[config.mk]
export PLATFORM = sky130hd
export DESIGN_NAME = jtkicker_tilefetch_flat
export DESIGN_NICKNAME = d
export VERILOG_FILES = /design/src/rtl/jtkicker_tilefetch_if.sv /design/src/rtl/jtkicker_tilefetch.sv /design/src/flat_wrapper.sv
export SDC_FILE = /design/constraint.sdc
export NUM_CORES = 1
export LEC_CHECK = 0
export CORE_MARGIN = 10
export CORE_UTILIZATION = 55
export CTS_CLUSTER_DIAMETER = 120
export CTS_CLUSTER_SIZE = 30
export DETAILED_ROUTE_END_ITERATION = 10
export PLACE_DENSITY = 0.85
export SKIP_LAST_GASP = 1
export SYNTH_ARGS = -nofsm -noshare
export SYNTH_HDL_FRONTEND = slang
export SYNTH_SLANG_ARGS = --single-unit
[constraint.sdc]
create_clock -name clk -period 3.2 [get_ports clk]
set_input_delay 0.8 -clock clk [delete_from_list [all_inputs] [get_ports clk]]
set_output_delay 0.8 -clock clk [all_outputs]
set_load 0.05 [all_outputs]
[src/rtl/jtkicker_tilefetch_if.sv]
// VRAM read port and SDRAM tile ROM port between the scroll tile fetcher (master)
// and the memory side (slave).
interface jtkicker_tilefetch_if #(
  parameter int ROM_AW = 13
);
  logic [9:0]        vram_addr;
  logic [7:0]        code;
  logic [7:0]        attr;
  logic [ROM_AW-1:0] rom_addr;
  logic              rom_cs;
  logic [31:0]       rom_data;
  logic              rom_ok;

  modport master (
    output vram_addr, rom_addr, rom_cs,
    input  code, attr, rom_data, rom_ok
  );

  modport slave (
    input  vram_addr, rom_addr, rom_cs,
    output code, attr, rom_data, rom_ok
  );
endinterface

[src/rtl/jtkicker_tilefetch.sv]
// Scroll-layer tile fetcher: VRAM code/attr read, SDRAM tile row request, 4bpp pixel shifter.
// Defining JTKICKER_HSCROLL_EN adds an hscroll input latched once per line at LHBL fall.
//
// state  | meaning
// IDLE   | waiting for the fetch trigger of the next column
// VRD    | vram_addr presented to VRAM
// VWAIT  | code/attr valid, ROM address formed
// ROMREQ | rom_cs high, waiting for rom_ok
// READY  | tile row buffered until the load point
module jtkicker_tilefetch #(
  parameter int         ROM_AW    = 13,
  parameter logic [7:0] BLANK_PXL = 8'h0
) (
  input  logic                  clk,
  input  logic                  rst,
  input  logic                  pxl_cen,
  input  logic                  LHBL,
  input  logic                  LVBL,
  input  logic [7:0]            hdump,
  input  logic [7:0]            vdump,
  input  logic                  flip,
`ifdef JTKICKER_HSCROLL_EN
  input  logic [7:0]            hscroll,
`endif
  jtkicker_tilefetch_if.master  mem,
  output logic [7:0]            pxl,
  output logic                  miss
);

  typedef enum logic [2:0] {IDLE, VRD, VWAIT, ROMREQ, READY} state_t;

  localparam logic [31:0] BLANK_ROW = {8{BLANK_PXL[3:0]}};
  localparam logic [3:0]  BLANK_PAL = BLANK_PXL[7:4];

  state_t            state_q, state_d;
  logic [9:0]        vram_addr_q, vram_addr_d;
  logic [ROM_AW-1:0] rom_addr_q, rom_addr_d;
  logic              rom_cs_q, rom_cs_d;
  logic [1:0]        wait_q, wait_d;
  logic [4:0]        attr_q, attr_d;
  logic [31:0]       buf_data_q, buf_data_d;
  logic [3:0]        buf_pal_q, buf_pal_d;
  logic              buf_rev_q, buf_rev_d;
  logic [31:0]       sh_data_q, sh_data_d;
  logic [3:0]        sh_pal_q, sh_pal_d;
  logic              sh_rev_q, sh_rev_d;
  logic [7:0]        pxl_q, pxl_d;
  logic              miss_q, miss_d;

  logic [7:0]        hoff;
  logic [7:0]        vdf;
  logic [7:0]        hcnt;
  logic [4:0]        nxt;
  logic              trig;
  logic              load;

`ifdef JTKICKER_HSCROLL_EN
  logic [7:0] hscroll_q, hscroll_d;
  logic       lhbl_q, lhbl_d;

  always_comb begin
    lhbl_d    = LHBL;
    hscroll_d = (lhbl_q && !LHBL) ? hscroll : hscroll_q;
  end

  always_ff @(posedge clk) begin
    if (rst) begin
      hscroll_q <= 8'd0;
      lhbl_q    <= 1'b0;
    end else begin
      hscroll_q <= hscroll_d;
      lhbl_q    <= lhbl_d;
    end
  end

  assign hoff = hscroll_q;
`else
  assign hoff = 8'd0;
`endif

  always_comb begin
    vdf  = vdump ^ {8{flip}};
    hcnt = (hdump ^ {8{flip}}) + hoff;
    nxt  = flip ? hcnt[7:3] - 5'd1 : hcnt[7:3] + 5'd1;
    trig = pxl_cen && (hcnt[2:0] == (flip ? 3'd7 : 3'd0));
    load = pxl_cen && (hcnt[2:0] == (flip ? 3'd0 : 3'd7));

    state_d     = state_q;
    vram_addr_d = vram_addr_q;
    rom_addr_d  = rom_addr_q;
    rom_cs_d    = rom_cs_q;
    wait_d      = wait_q;
    attr_d      = attr_q;
    buf_data_d  = buf_data_q;
    buf_pal_d   = buf_pal_q;
    buf_rev_d   = buf_rev_q;
    sh_data_d   = sh_data_q;
    sh_pal_d    = sh_pal_q;
    sh_rev_d    = sh_rev_q;
    pxl_d       = pxl_q;
    miss_d      = 1'b0;

    case (state_q)
      VRD: state_d = VWAIT;
      VWAIT: begin
        attr_d     = mem.attr[4:0];
        rom_addr_d = ROM_AW'({mem.attr[7:6], mem.code, vdf[2:0] ^ {3{mem.attr[5]}}});
        rom_cs_d   = 1'b1;
        wait_d     = 2'd2;
        state_d    = ROMREQ;
      end
      ROMREQ: begin
        // rom_ok in the first two cycles may still belong to the previous address
        if (wait_q != 2'd0) begin
          wait_d = wait_q - 2'd1;
        end else if (mem.rom_ok) begin
          buf_data_d = mem.rom_data;
          buf_pal_d  = attr_q[3:0];
          buf_rev_d  = attr_q[4] ^ flip;
          rom_cs_d   = 1'b0;
          state_d    = READY;
        end
      end
      default: ;
    endcase

    if (load) begin
      if (state_q == READY) begin
        sh_data_d = buf_data_q;
        sh_pal_d  = buf_pal_q;
        sh_rev_d  = buf_rev_q;
      end else begin
        sh_data_d = BLANK_ROW;
        sh_pal_d  = BLANK_PAL;
        sh_rev_d  = 1'b0;
        miss_d    = 1'b1;
      end
      rom_cs_d = 1'b0;
      state_d  = IDLE;
    end

    if (trig && (state_q == IDLE || load)) begin
      vram_addr_d = {vdf[7:3], nxt};
      state_d     = VRD;
    end

    // The load-point cen still emits the last pixel of the outgoing row
    if (pxl_cen) begin
      pxl_d = (!LHBL || !LVBL) ? BLANK_PXL
            : {sh_pal_q, sh_rev_q ? sh_data_q[31:28] : sh_data_q[3:0]};
      if (!load) begin
        sh_data_d = sh_rev_q ? {sh_data_q[27:0], 4'h0} : {4'h0, sh_data_q[31:4]};
      end
    end
  end

  always_ff @(posedge clk) begin
    if (rst) begin
      state_q     <= IDLE;
      vram_addr_q <= '0;
      rom_addr_q  <= '0;
      rom_cs_q    <= 1'b0;
      wait_q      <= 2'd0;
      attr_q      <= '0;
      buf_data_q  <= '0;
      buf_pal_q   <= '0;
      buf_rev_q   <= 1'b0;
      sh_data_q   <= '0;
      sh_pal_q    <= '0;
      sh_rev_q    <= 1'b0;
      pxl_q       <= BLANK_PXL;
      miss_q      <= 1'b0;
    end else begin
      state_q     <= state_d;
      vram_addr_q <= vram_addr_d;
      rom_addr_q  <= rom_addr_d;
      rom_cs_q    <= rom_cs_d;
      wait_q      <= wait_d;
      attr_q      <= attr_d;
      buf_data_q  <= buf_data_d;
      buf_pal_q   <= buf_pal_d;
      buf_rev_q   <= buf_rev_d;
      sh_data_q   <= sh_data_d;
      sh_pal_q    <= sh_pal_d;
      sh_rev_q    <= sh_rev_d;
      pxl_q       <= pxl_d;
      miss_q      <= miss_d;
    end
  end

  assign mem.vram_addr = vram_addr_q;
  assign mem.rom_addr  = rom_addr_q;
  assign mem.rom_cs    = rom_cs_q;
  assign pxl           = pxl_q;
  assign miss          = miss_q;

endmodule

[src/flat_wrapper.sv]
// flat-port wrapper written by rule: the top's interface ports become plain ports
module jtkicker_tilefetch_flat 
#(
  parameter int         ROM_AW    = 13,
  parameter logic [7:0] BLANK_PXL = 8'h0
)
  (clk, rst, pxl_cen, LHBL, LVBL, hdump, vdump, flip, pxl, miss, mem_vram_addr, mem_rom_addr, mem_rom_cs, mem_code, mem_attr, mem_rom_data, mem_rom_ok);
  jtkicker_tilefetch_if #(.ROM_AW(ROM_AW)) mem_i ();
  input  logic clk;
  input  logic rst;
  input  logic pxl_cen;
  input  logic LHBL;
  input  logic LVBL;
  input  logic [7:0] hdump;
  input  logic [7:0] vdump;
  input  logic flip;
  output logic [7:0] pxl;
  output logic miss;
  output wire logic [$bits(mem_i.vram_addr)-1:0] mem_vram_addr;
  output wire logic [$bits(mem_i.rom_addr)-1:0] mem_rom_addr;
  output wire logic [$bits(mem_i.rom_cs)-1:0] mem_rom_cs;
  input wire logic [$bits(mem_i.code)-1:0] mem_code;
  input wire logic [$bits(mem_i.attr)-1:0] mem_attr;
  input wire logic [$bits(mem_i.rom_data)-1:0] mem_rom_data;
  input wire logic [$bits(mem_i.rom_ok)-1:0] mem_rom_ok;
  assign mem_vram_addr = mem_i.vram_addr;
  assign mem_rom_addr = mem_i.rom_addr;
  assign mem_rom_cs = mem_i.rom_cs;
  assign mem_i.code = mem_code;
  assign mem_i.attr = mem_attr;
  assign mem_i.rom_data = mem_rom_data;
  assign mem_i.rom_ok = mem_rom_ok;
  jtkicker_tilefetch #(.ROM_AW(ROM_AW), .BLANK_PXL(BLANK_PXL)) u_core (.clk(clk), .rst(rst), .pxl_cen(pxl_cen), .LHBL(LHBL), .LVBL(LVBL), .hdump(hdump), .vdump(vdump), .flip(flip), .mem(mem_i), .pxl(pxl), .miss(miss));
endmodule
* Yosys cells after proc, flatten, opt, wreduce, memory -nomap -nowiden
Index checks and enable logic that the tools add are counted.
Storage, ports and cells: RAM bits 0, bits in latches 0, memory bits (read-only) 0, output and inout port bits 33, logic and storage cells 78, memories kept 0, flip-flop bits (word level) 117
Operators by class: equal/unequal tests 11, $lt $le $gt $ge 0, reduce and logical (&&, ||, !) cells 20, shift operators 0, add/sub/neg operators 3, divide/modulo/power cells 0, $mul 0, mux-type cells 23, bitwise logic cells 6
Operators with widths (number):
- $mux 32 | 5
- $xor 8x8->8 | 2
- $mux 3 | 4
- $reduce_and 3->1 | 4
- $pmux 3 s3 | 1
- $mux 4 | 2
- $mux 8 | 1
- $eq 3x2->1 const B | 2
- $eq 3x3->1 | 2
- $mux 1 | 6
- $add 5x1->5 const B | 1
- $mux 5 | 1
- $reduce_bool 5->1 | 1
- $sub 5x1->5 const B | 1
- $ne 2x2->1 const B | 2
- $ne 4x2->1 const B | 1
- $ne 4x3->1 const B | 1
- $pmux 2 s2 | 1
- $reduce_bool 2->1 | 2
- $reduce_or 2->1 | 2
- $eq 3x1->1 const B | 1
- $eq 3x3->1 const B | 1
- $logic_and 1x1->1 | 3
- $logic_not 3->1 | 1
- 12 further kinds | 15

* Longest topological paths before layout
Gate-level depths: netlist of run 1.
depth in word-level cells 7, mapped depth 8

* Worst setup path before layout of run 1
OpenSTA, ideal clock, no wires.
path type in2reg, start input port hdump[5], end register u_core.vram_addr_q[4] (netlist: u_core.mem.vram_addr[4]), stages on the path 6, arrival 2.030 ns, buffers on the path 0, setup slack 1.109 ns, cells stage by stage inv_1 -> ha_1 -> nor4b_2 -> o21ai_0 -> a2111oi_0 -> a311o_1
On the way: word-level cells in the longest chain between the ends 3
Ends and longest elaborated chain:
- start: declaration | line flat_wrapper.sv:14 | input logic [7:0] hdump;
- $xor 8x8->8 (*) | line jtkicker_tilefetch.sv:83 | hcnt = (hdump ^ {8{flip}}) + hoff;
- $add 5x1->5 / $sub 5x1->5 (equally long branches) | line jtkicker_tilefetch.sv:84 | nxt = flip ? hcnt[7:3] - 5'd1 : hcnt[7:3] + 5'd1;
- $mux 5 (*) | line jtkicker_tilefetch.sv:84
- end signal: assignment | line jtkicker_tilefetch.sv:175 | vram_addr_q <= vram_addr_d;
- end: declaration | line jtkicker_tilefetch.sv:36 | logic [9:0] vram_addr_q, vram_addr_d;
Every way passes the cells marked *; elsewhere a longest branch is shown, timed or not. A chain may end at the register's enable or synchronous reset.

* Worst setup path after layout of run 1
start register u_core.pxl_q[3] (netlist: u_core.pxl[3]), end output port pxl[3]
RTL lines:
- start: declaration | line jtkicker_tilefetch.sv:47 | logic [7:0] pxl_q, pxl_d;
- start signal: assignment | line jtkicker_tilefetch.sv:186 | pxl_q <= pxl_d;
- end: declaration | line flat_wrapper.sv:17 | output logic [7:0] pxl;
No word-level cell between the ends.

==> results of run 1 <==
==> state kept, by name (all words and copies together), names as in the netlist, 2 cells and up <==
name	flops
u_core.attr_q	5
u_core.state_q	3
u_core.mem.rom_addr	13
u_core.sh_pal_q	4
u_core.wait_q	2
u_core.buf_data_q	32
u_core.pxl	8
u_core.mem.vram_addr	10
u_core.buf_pal_q	4
u_core.sh_data_q	32
==> cell type report <==
| cell class | instances | area, um2 | area share |
|---|---|---|---|
| multi-input combinational | 412 | 2405 | 0.3624 |
| sequential | 117 | 2342 | 0.3529 |
| timing repair buffer | 112 | 1096 | 0.1652 |
| clock buffer | 20 | 445.4 | 0.06712 |
| clock inverter | 11 | 175.2 | 0.02640 |
| tap | 108 | 135.1 | 0.02036 |
| inverter | 10 | 37.54 | 0.005656 |
==> through the flow <==
stage	hold slack, ps	cells	worst slack, ps	instance area (um2)	total power, W
final	450.0	790	691.3	6636	0.003754
after CTS	453.7	790	666.9	6636	0.003764
after global placement	436.5	759	546.9	6016	0.001801
after floorplan	424.9	582	1109	5005	0.001672
after detailed placement	446.8	759	407.5	6016	0.001811
after global routing	464.8	790	651.7	6636	0.003850
==> cell families (layout without fill, tap and decap cells) <==
kind of cell | count (synthesis) | count (layout)
adder cells (fa/ha/maj) | 3 | 3
buffers and inverters | 53 | 153
AO/OA/AOI/OAI | 148 | 148
XOR/XNOR | 13 | 13
flip-flops | 117 | 117
AND/OR/NAND/NOR | 218 | 218
multiplexers | 30 | 30
==> Yosys cell counts, drive strengths merged <==
master | count | area [um2]
nand2 | 136 | 535.5
dfxtp | 117 | 2342
a21oi | 84 | 457.9
nor2 | 45 | 171.4
clkbuf | 22 | 83.83
buf | 21 | 136.4
o21ai | 18 | 90.08
mux2 | 15 | 168.9
mux2i | 15 | 150.1
a211oi | 10 | 75.07
a222oi | 10 | 100.1
inv | 10 | 37.54
xnor2 | 9 | 78.83
a22oi | 7 | 52.55
nand4 | 7 | 65.06
nor3 | 7 | 51.30
a22o | 5 | 43.79
and2 | 4 | 25.02
xor2 | 4 | 35.03
a2111oi | 3 | 26.28
a31oi | 3 | 18.77
ha | 3 | 37.54
nand3 | 3 | 15.01
nor2b | 3 | 18.77
a221oi | 2 | 17.52
a311o | 2 | 20.02
and3 | 2 | 12.51
and4 | 2 | 20.02
nor4 | 2 | 12.51
nor4b | 2 | 30.03
a21boi | 1 | 7.510
a21o | 1 | 7.510
a311oi | 1 | 15.01
and2b | 1 | 7.510
and3b | 1 | 8.760
nand2b | 1 | 6.260
o211ai | 1 | 7.510
or3 | 1 | 6.260
or3b | 1 | 8.760
==> routing by layer <==
layer,routed length (um),track usage
met4,170,0.08361
met5,0,0
met1,5761,0.2457
met3,869,0.05729
met2,6992,0.3520
==> power groups by stage <==
stage	combinational [W]	clock (W)	sequential (W)
6_report	0.000291	0.00197	0.00149
5_1_grt	0.000313	0.00204	0.00149
4_1_cts	0.000290	0.00198	0.00149
3_5_place_dp	0.000287	0	0.00152
3_3_place_gp	0.000278	0	0.00152
2_1_floorplan	0.000121	0	0.00155
==> worst min-delay path by stage <==
| stage | from | end | slack, ps | cells after the start |
|---|---|---|---|---|
| finish | u_core.buf_data_q[16]$_SDFFE_PP0P_ | u_core.sh_data_q[16]$_SDFF_PP0_ | 450 | 2 |
| global placement | u_core.buf_data_q[16]$_SDFFE_PP0P_ | u_core.sh_data_q[16]$_SDFF_PP0_ | 440 | 2 |
| global route | u_core.buf_data_q[16]$_SDFFE_PP0P_ | u_core.sh_data_q[16]$_SDFF_PP0_ | 460 | 2 |
| floorplan | u_core.buf_data_q[3]$_SDFFE_PP0P_ | u_core.sh_data_q[3]$_SDFF_PP0_ | 420 | 2 |
| CTS | u_core.pxl[7]$_SDFFE_PP0P_ | u_core.pxl[7]$_SDFFE_PP0P_ | 450 | 2 |
| detailed placement | u_core.buf_data_q[16]$_SDFFE_PP0P_ | u_core.sh_data_q[16]$_SDFF_PP0_ | 450 | 2 |
==> results.md, run 1 <==
* Status: complete, no violations
* # diodes at 0
* Post-synthesis mux area share at 0.06375
* Leakage power at 2.282 nW
* XOR/XNOR Fraction of Synth Area at 0.02275
* Worst-path clk slew at 50 ps
* Switching fraction of total power at 0.2220
* CTS sink cnt at 117
* Worst R2R Path Depth at 5
* PortBufs at 103
* Final core occ at 0.7536
* DRT Pass-1 Iters at 8
* Total stage count of the critical path at 1
* I/O pins at 104
* Setup TNS at 0 ps
* Final number of hold-violating endpoints at 0
* Worst hold path type: reg -> reg
* Layout area overhead at 32.60%
* Setup bufs post-CTS at 0
* Netlist Area Pre-Place at 0.005005 mm2
* Post-DR wirelength/cell at 17.46 um
* FF+latch count, synth at 117
* Post-synthesis cell type count at 52
* Psw at 0.0008332 W
* Number of global-route vias before repair at 4543
* Most common cell after layout, fill and taps aside: nand2_1
* Total core area at 0.008806 mm2
* Most frequent cells in the layout: 126 x nand2_1, 117 x dfxtp_1, 102 x clkdlybuf4s50_1, 74 x a21oi_1, 44 x nor2_1
* Die Span Y at 115.4 um
* Crit Path Max Fanout at 2
* Crit path buffers/inverters at 1
* Skew-Pair Late Insertion Delay at 510 ps
* Fin nets at 744
* Post-route ant nets at 0
* Crit path required time at 2400 ps
* GRT Total Usage at 0.2086
* Fin. max-slew vios at 0
* Delay-heaviest family, CP: buffers and inverters
* Setup-failing EPs final at 0
* # resized after CTS at 0
* Pwr Density at 565.7 mW/mm2
* DR DRC count at 0
* WP data arrival at 1710 ps
* Worst setup startpoint: u_core.pxl[3]$_SDFFE_PP0P_
* RSZ-0062 raised after global routing: false
* Worst Setup End Kind: output pin
* Via count at 4503
* Drt via density at 5.700
* Largest net degree at the start of global routing at 85
* VDD IR max at 0.4951 mV
* Post-cts hold buffer count at 0
* Initial Util at 0.5683
* Root buf cell: clkbuf_8
* R2R setup slack at 1240 ps
* Starting DRT DRC Count at 443
* Die W at 115.4 um
* Part of the cycle the worst path needs at 0.7840
* Relative slew slack at 0.3525
* Compound-Gate Fraction of Synth Area at 0.1878
* Max_cap viols at 0
* Total wire length at 13790 um
* First-pass GRT wire length at 22390 um
* Routability congestion estimate at 0.7897
* Startpoint types: flip-flop
* Simple-gate share of the synthesized area at 0.1988
* Least-Margin Pin Slew at 966.7 ps
* Cell-internal power at 0.002921 W
* CP cell instances: clkdlybuf4s50_1
* Total die area at 0.01331 mm2
* Setup CP Type: reg -> out
* Critical path's slowest cell: clkdlybuf4s50_1
* Clock network power share at 0.525
* Sequential power share at 0.398
* Sequential area share after synthesis at 0.4680
* Synth warn at 0
* Syn_nets at 656
* Max Fclk at 398.6 MHz
* Worst Skew at 6.332 ps
* Fillers at 613
* Critical Path Max Stage Delay at 840 ps
* CTS tree: yes
* Clk buf depth at 2
* Htree depth at 4
* Layout cells sized above 1 at 0.1232
* Min cycle time layout at 2509 ps
* GR Overflow Total at 0
* Synth Area in Adders at 0.007500
* Worst R2R End: u_core.sh_data_q[4]$_SDFF_PP0_
* Initial antenna violation count at 0
* Inserted Clock Buffers at 17
* Synth Instances at 582
* Row cnt at 34
* Hpwl dp at 9126 um
* Largest family of logic cells by synthesized area: simple AND/OR/NAND/NOR gates
* Setup crit end: pxl[3]
* Logic pwr share at 0.077
* R2r startpoint: u_core.state_q[0]$_SDFFE_PP0P_
* Syn avg cell area at 8.599 um2
No activity file was read; power rests on OpenSTA's default activity.
==> run 2, diff against run 1 <==
- CORE_UTILIZATION: 55 -> 46
- PLACE_DENSITY: 0.85 -> 0.76
- clock period: 3.2 -> 2.2 ns (I/O delays scaled with it)
==> run 2 against run 1 <==
  * Combinational power rose by 52%
  * Non-clock buffer count rose by 18
  * Routed wire length grew 0.67%
  * Clock skew barely moved
  * Die area is 16% higher
  * Hold slack got worse by 49 ps
  * Design area grew 2.7%
  * Critical endpoint is now u_core.mem.vram_addr[4]$_SDFFE_PP0P_
==> results.md, run 2 (synthesis results as in run 1) <==
* Total die area at 0.01545 mm2 (was 0.01331 mm2)
* Post-DR wirelength/cell at 16.51 um (was 17.46 um)
* DRT Pass-1 Iters at 5 (was 8)
* R2r startpoint: u_core.state_q[0]$_SDFFE_PP0P_ (unchanged)
* Crit path required time at 2670 ps (was 2400 ps)
* Cell-internal power at 0.004225 W (was 0.002921 W)
* CTS tree: yes (unchanged)
* Max_cap viols at 0 (unchanged)
* Max Used Layer: met4 (unchanged)
* DR DRC count at 0 (unchanged)
* Worst-path clk slew at 60 ps (was 50 ps)
* Number of global-route vias before repair at 4585 (was 4543)
* Pwr Density at 801.2 mW/mm2 (was 565.7 mW/mm2)
* Clk buf depth at 2 (unchanged)
* Starting DRT DRC Count at 326 (was 443)
* Setup bufs post-CTS at 0 (unchanged)
* Initial antenna violation count at 0 (unchanged)
* Min-Delay Endpoint: u_core.sh_data_q[8]$_SDFF_PP0_ (was u_core.sh_data_q[16]$_SDFF_PP0_)
* Hpwl dp at 9672 um (was 9126 um)
* CTS sink cnt at 117 (unchanged)
* Hold depth at 2 (unchanged)
* Max Fclk at 496.7 MHz
* Leakage power at 2.530 nW (was 2.282 nW)
* R2R setup slack at 370 ps (was 1240 ps)
* Post-cts hold buffer count at 0 (unchanged)
* Htree depth at 4 (unchanged)
* Routability congestion estimate at 0.8466 (was 0.7897)
* Worst hold path type: in -> reg (was reg -> reg)
* Via count at 4543 (was 4503)
* WP data arrival at 2480 ps (was 1710 ps)
* Psw at 0.001233 W (was 0.0008332 W)
* Final number of hold-violating endpoints at 0 (unchanged)
* Crit Path Max Fanout at 4 (was 2)
* Post-route ant nets at 0 (unchanged)
* First-pass GRT wire length at 22860 um (was 22390 um)
* Layout area overhead at 36.12% (was 32.60%)
* Fillers at 930 (was 613)
* Skew-Pair Late Insertion Delay at 520 ps (was 510 ps)
* Startpoint types: input port (was flip-flop)
* Row cnt at 38 (was 34)
* Worst Skew at 5.986 ps (was 6.332 ps)
* Relative slew slack at 0.5479 (was 0.3525)
* Setup-failing EPs final at 0 (unchanged)
* Status: complete, no violations (unchanged)
* Detail Route met2 WL at 6747 um (was 6992 um)
* Metal-1 WL at 6086 um (was 5761 um)
* VDD IR max at 0.3557 mV (was 0.4951 mV)
* Part of the cycle the worst path needs at 0.9151
* GR Overflow Total at 0 (unchanged)
* Sequential power share at 0.398 (about the same)
* Dpl cell area at 0.006241 mm2 (was 0.006016 mm2)
* Die Span Y at 124.3 um (was 115.4 um)
* Met3 WL at 674 um (was 869 um)
* Layout cells sized above 1 at 0.1469 (was 0.1232)
* Worst hold start: rst (was u_core.buf_data_q[16]$_SDFFE_PP0P_)
* Most frequent cells in the layout: 126 x nand2_1, 117 x dfxtp_1, 74 x a21oi_1, 69 x clkdlybuf4s50_1, 44 x nor2_1 (was 126 x nand2_1, 117 x dfxtp_1, 102 x clkdlybuf4s50_1, 74 x a21oi_1, 44 x nor2_1)
* Hold slack final at 400.9 ps (was 450.0 ps)
* Worst R2R End: u_core.sh_data_q[30]$_SDFF_PP0_ (was u_core.sh_data_q[4]$_SDFF_PP0_)
* Fin area at 0.006813 mm2 (was 0.006636 mm2)
* Worst R2R Path Depth at 4 (was 5)
* Largest net degree at the start of global routing at 49 (was 85)
* Drt via density at 5.402 (was 5.700)
* Fin nets at 762 (was 744)
* Clock network power share at 0.521 (was 0.525)
* Multi-input gate area at 0.002405 mm2 (unchanged)
* Root buf cell: clkbuf_8 (unchanged)
* GRT Total Usage at 0.1763 (was 0.2086)
* Placement Setup Slack at -326.8 ps (was 407.5 ps)
* Total wire length at 13890 um (was 13790 um)
* Initial Util at 0.4658 (was 0.5683)
* Inserted Clock Buffers at 17 (unchanged)
* Setup CP Type: in -> reg (was reg -> out)
* Fin. max-slew vios at 0 (unchanged)
* Logic pwr share at 0.081 (was 0.077)
* Switching fraction of total power at 0.2259 (was 0.2220)
* RSZ-0062 raised after global routing: false (unchanged)
* Worst Setup End Kind: flip-flop (was output pin)
* Most common cell after layout, fill and taps aside: nand2_1 (unchanged)
* # diodes at 0 (unchanged)
* Least-Margin Pin Slew at 678.1 ps (was 966.7 ps)
* # resized after CTS at 33 (was 0)
* Die W at 124.3 um (was 115.4 um)
* I/O pins at 104 (unchanged)
* Total core area at 0.01075 mm2 (was 0.008806 mm2)
* Min setup slack post-route at 186.7 ps (was 691.3 ps)
* Min cycle time layout at 2013 ps
* PortBufs at 103 (unchanged)
* Register Area at 0.002342 mm2 (unchanged)
-- run 2: changes by cell type in the layout (fill, tap and decap cells not counted), sizes merged --
cell,before,now
clkdlybuf4s50,102,69
clkbuf,20,19
clkinvlp,2,5
buf,10,28
inv,11,10
dlygate4sd2,0,33
-- run 2: area by class of cell --
| cell class | instances | area share |
|---|---|---|
| clock buffer | 19 | 0.06336 |
| clock inverter | 13 | 0.02663 |
| inverter | 10 | 0.005510 |
| multi-input combinational | 412 | 0.3530 |
| sequential | 117 | 0.3438 |
| tap | 140 | 0.02571 |
| timing repair buffer | 130 | 0.1820 |
-- run 2: worst max-delay path by stage --
stage / startpoint / endpoint / slack (ps) / cells past startpoint
CTS: u_core.pxl[3]$_SDFFE_PP0P_ / pxl[3] / 170 / 1
global placement: hdump[5] / u_core.mem.vram_addr[4]$_SDFFE_PP0P_ / -190 / 7
finish: hdump[5] / u_core.mem.vram_addr[4]$_SDFFE_PP0P_ / 190 / 7
detailed placement: hdump[5] / u_core.mem.vram_addr[4]$_SDFFE_PP0P_ / -330 / 7
floorplan: hdump[5] / u_core.mem.vram_addr[4]$_SDFFE_PP0P_ / 360 / 6
global route: hdump[5] / u_core.mem.vram_addr[4]$_SDFFE_PP0P_ / 60 / 7
-- run 2: worst max-delay path, cell delays in order --
cell             delay [ps]
clkdlybuf4s50_1         490
inv_1                    50
ha_1                    340
nor4b_2                 320
o21ai_0                 160
a2111oi_0               410
a311o_1                 170
-- run 2: stage by stage --
step                TNS, ps  total power, W  cells    util
floorplan                 0        0.002432    582       -
global placement     -339.8        0.002648    809  0.5808
detailed placement   -630.3        0.002663    809  0.5808
CTS                       0        0.005484    841  0.6340
global route              0        0.005619    841  0.6340
finish                    0        0.005458    841  0.6340
-- run 2: power by group through the flow --
stage / logic, W / clock network (W) / registers, W
floorplan: 0.000177 / 0 / 0.00225
global placement: 0.000433 / 0 / 0.00222
detailed placement: 0.000445 / 0 / 0.00222
CTS: 0.000443 / 0.00287 / 0.00217
global route: 0.000476 / 0.00297 / 0.00217
finish: 0.000442 / 0.00284 / 0.00217
-- run 2: per-layer routing --
layer	vias to the layer above	global-route usage
li1	2238	-
met1	2170	0.2084
met2	108	0.2906
met3	27	0.04936
met4	0	0.07882
met5	-	0
==> patch, RTL diff (config.mk and constraints of run 2) <==
Encoding of `state_t`: now Gray code (3 bits for 5 states).
--- a/src/rtl/jtkicker_tilefetch.sv
+++ b/src/rtl/jtkicker_tilefetch.sv
@@ -27,7 +27,7 @@
   output logic                  miss
 );
 
-  typedef enum logic [2:0] {IDLE, VRD, VWAIT, ROMREQ, READY} state_t;
+  typedef enum logic [2:0] {IDLE = 3'b000, VRD = 3'b001, VWAIT = 3'b011, ROMREQ = 3'b010, READY = 3'b110} state_t;
 
   localparam logic [31:0] BLANK_ROW = {8{BLANK_PXL[3:0]}};
   localparam logic [3:0]  BLANK_PAL = BLANK_PXL[7:4];
Formal check against the unedited RTL: same outputs for any inputs over 10 cycles, from zero or initial values and one cycle with rst high; not proved beyond that.
==> patch against run 2 <==
- sequential cell count unchanged
- setup slack got worse by 23 ps
- die area grew 1.2%
- critical path type unchanged
- cell area is essentially flat
- synthesized area increased by 1.4%
- total power rose by 0.33%
- routed wire length decreased by 1.1%
==> patch: results (changes against run 2) <==
Capture instance of the worst register-to-register path: u_core.mem.rom_addr[1]$_SDFFE_PP0P_ (was u_core.sh_data_q[30]$_SDFF_PP0_). For the worst slack on hold paths, the log shows 450 ps (was 401 ps). The portion of the clock cycle consumed by the worst path in the final layout works out to 0.925 (was 0.915). The instance count after placement with tap cells included is 829 (was 809), and the gate count after technology mapping is 614 (was 582). The startpoint of the most critical hold path is u_core.pxl[7]$_SDFFE_PP0P_ (was rst).

The clock buffer instance count of the final layout came out at 21 (was 19). The clock tree cell share of total cell area is 0.0884 (was 0.0900), and the total die area is 15600 µm² (was 15500 µm²). For the maximum resistive drop on vdd, the log shows 694 µV (was 356 µV). The placed wire-length estimate is 9.46 mm (was 9.67 mm). Cell types with the highest counts after synthesis: sky130_fd_sc_hd__nand2_1, sky130_fd_sc_hd__dfxtp_1, sky130_fd_sc_hd__a21oi_1 (unchanged). The relative contribution of sequential cells to total power is 0.403 (was 0.398), and the placed cell area is 6250 µm² (was 6240 µm²). The run gives 859 (was 841) as the post-route non-filler standard cell count. Net count after synthesis: 688 (was 656).

Area share of buffers outside the clock network: 0.180 (was 0.182). The tools report the largest clock skew in the final design as 19.7 ps (was 5.99 ps). For the share of the core filled with cells, the log shows 0.628 (was 0.634). The register area share after synthesis came out at 0.462 (was 0.468). The path category of the worst min-delay check is register to register (was input pin to register). The origin of the critical flop-to-flop path was u_core.state_q[1]$_SDFFE_PP0P_ (was u_core.state_q[0]$_SDFFE_PP0P_). The final layout net count was 782 (was 762); the total leakage power was 2.51 nW (was 2.53 nW). For the violation count after the first detailed-routing iteration, the log shows 250 (was 326). The flow ran to the end, and the final reports show no timing, DRC or antenna violations.

The tools report the number of inserted filler cells in the final layout as 964 (was 930). The routed length per placed instance was 16.0 µm (was 16.5 µm); the proportion of total power due to net switching was 0.219 (was 0.226). The overall track demand over capacity in global routing is 0.177 (was 0.176). The tools report the last element of the critical path as u_core.mem.vram_addr[3]$_SDFFE_PP0P_ (was u_core.mem.vram_addr[4]$_SDFFE_PP0P_). The worst reg-to-reg setup slack is 480 ps (was 370 ps). The hold path endpoint was u_core.pxl[7]$_SDFFE_PP0P_ (was u_core.sh_data_q[8]$_SDFF_PP0_). For the wire length of the first global-routing pass, the log shows 23.4 mm (was 22.9 mm).

Ranking of synthesized cells by area: sky130_fd_sc_hd__dfxtp_1, sky130_fd_sc_hd__nand2_1, sky130_fd_sc_hd__a21oi_1, sky130_fd_sc_hd__mux2i_1, sky130_fd_sc_hd__o211ai_1 (was sky130_fd_sc_hd__dfxtp_1, sky130_fd_sc_hd__nand2_1, sky130_fd_sc_hd__a21oi_1, sky130_fd_sc_hd__mux2_2, sky130_fd_sc_hd__nor2_1). The run gives -339 ps (was -327 ps) as the worst slack at placement. The cell family contributing the most delay on the critical path was simple AND/OR/NAND/NOR gates (was compound AO/OA/AOI/OAI gates).
patch: changes by cell type after synthesis, moves of 7 or more:
cell / before / now
sky130_fd_sc_hd__nand3_1: 3 / 31
sky130_fd_sc_hd__mux2i_1: 15 / 24
sky130_fd_sc_hd__nand3b_1: 0 / 7
sky130_fd_sc_hd__nor2_1: 44 / 21
sky130_fd_sc_hd__o211ai_1: 1 / 24
sky130_fd_sc_hd__o21ai_0: 7 / 0
sky130_fd_sc_hd__mux2_2: 15 / 6
sky130_fd_sc_hd__o21ai_1: 11 / 0
sky130_fd_sc_hd__nand2_2: 10 / 0
sky130_fd_sc_hd__a21oi_2: 10 / 0
sky130_fd_sc_hd__buf_2: 10 / 19
sky130_fd_sc_hd__a21oi_1: 74 / 99
sky130_fd_sc_hd__nand2_1: 126 / 151
patch: worst reg2reg max path, cell delays in order, from the launching register on:
cell and delay (ps):
sky130_fd_sc_hd__dfxtp_1 380, sky130_fd_sc_hd__nor2b_2 390, sky130_fd_sc_hd__and2_1 610, sky130_fd_sc_hd__nand2_1 130, sky130_fd_sc_hd__a21oi_1 160
patch: metal layers:
| layer | up-vias | wire, µm | GRT usage |
|---|---|---|---|
| met2 | 126 | 6830 | 0.294 |
| met4 | 0 | 163 | 0.0711 |
| li1 | 2311 | - | - |
| met5 | - | 0 | 0 |
| met3 | 12 | 1210 | 0.0837 |
| met1 | 2160 | 5530 | 0.191 |
patch: kinds of logic (layout without fill, tap and decap cells):
| family | after synthesis | in the layout | share of synthesized area |
|---|---|---|---|
| buf+inv | 58 | 163 | 0.0572 |
| flops | 117 | 117 | 0.462 |
| mux | 30 | 30 | 0.0606 |
| fa+ha+maj | 3 | 3 | 0.00740 |
| simple gates | 245 | 245 | 0.218 |
| compound gates | 147 | 147 | 0.171 |
| xor+xnor | 14 | 14 | 0.0242 |
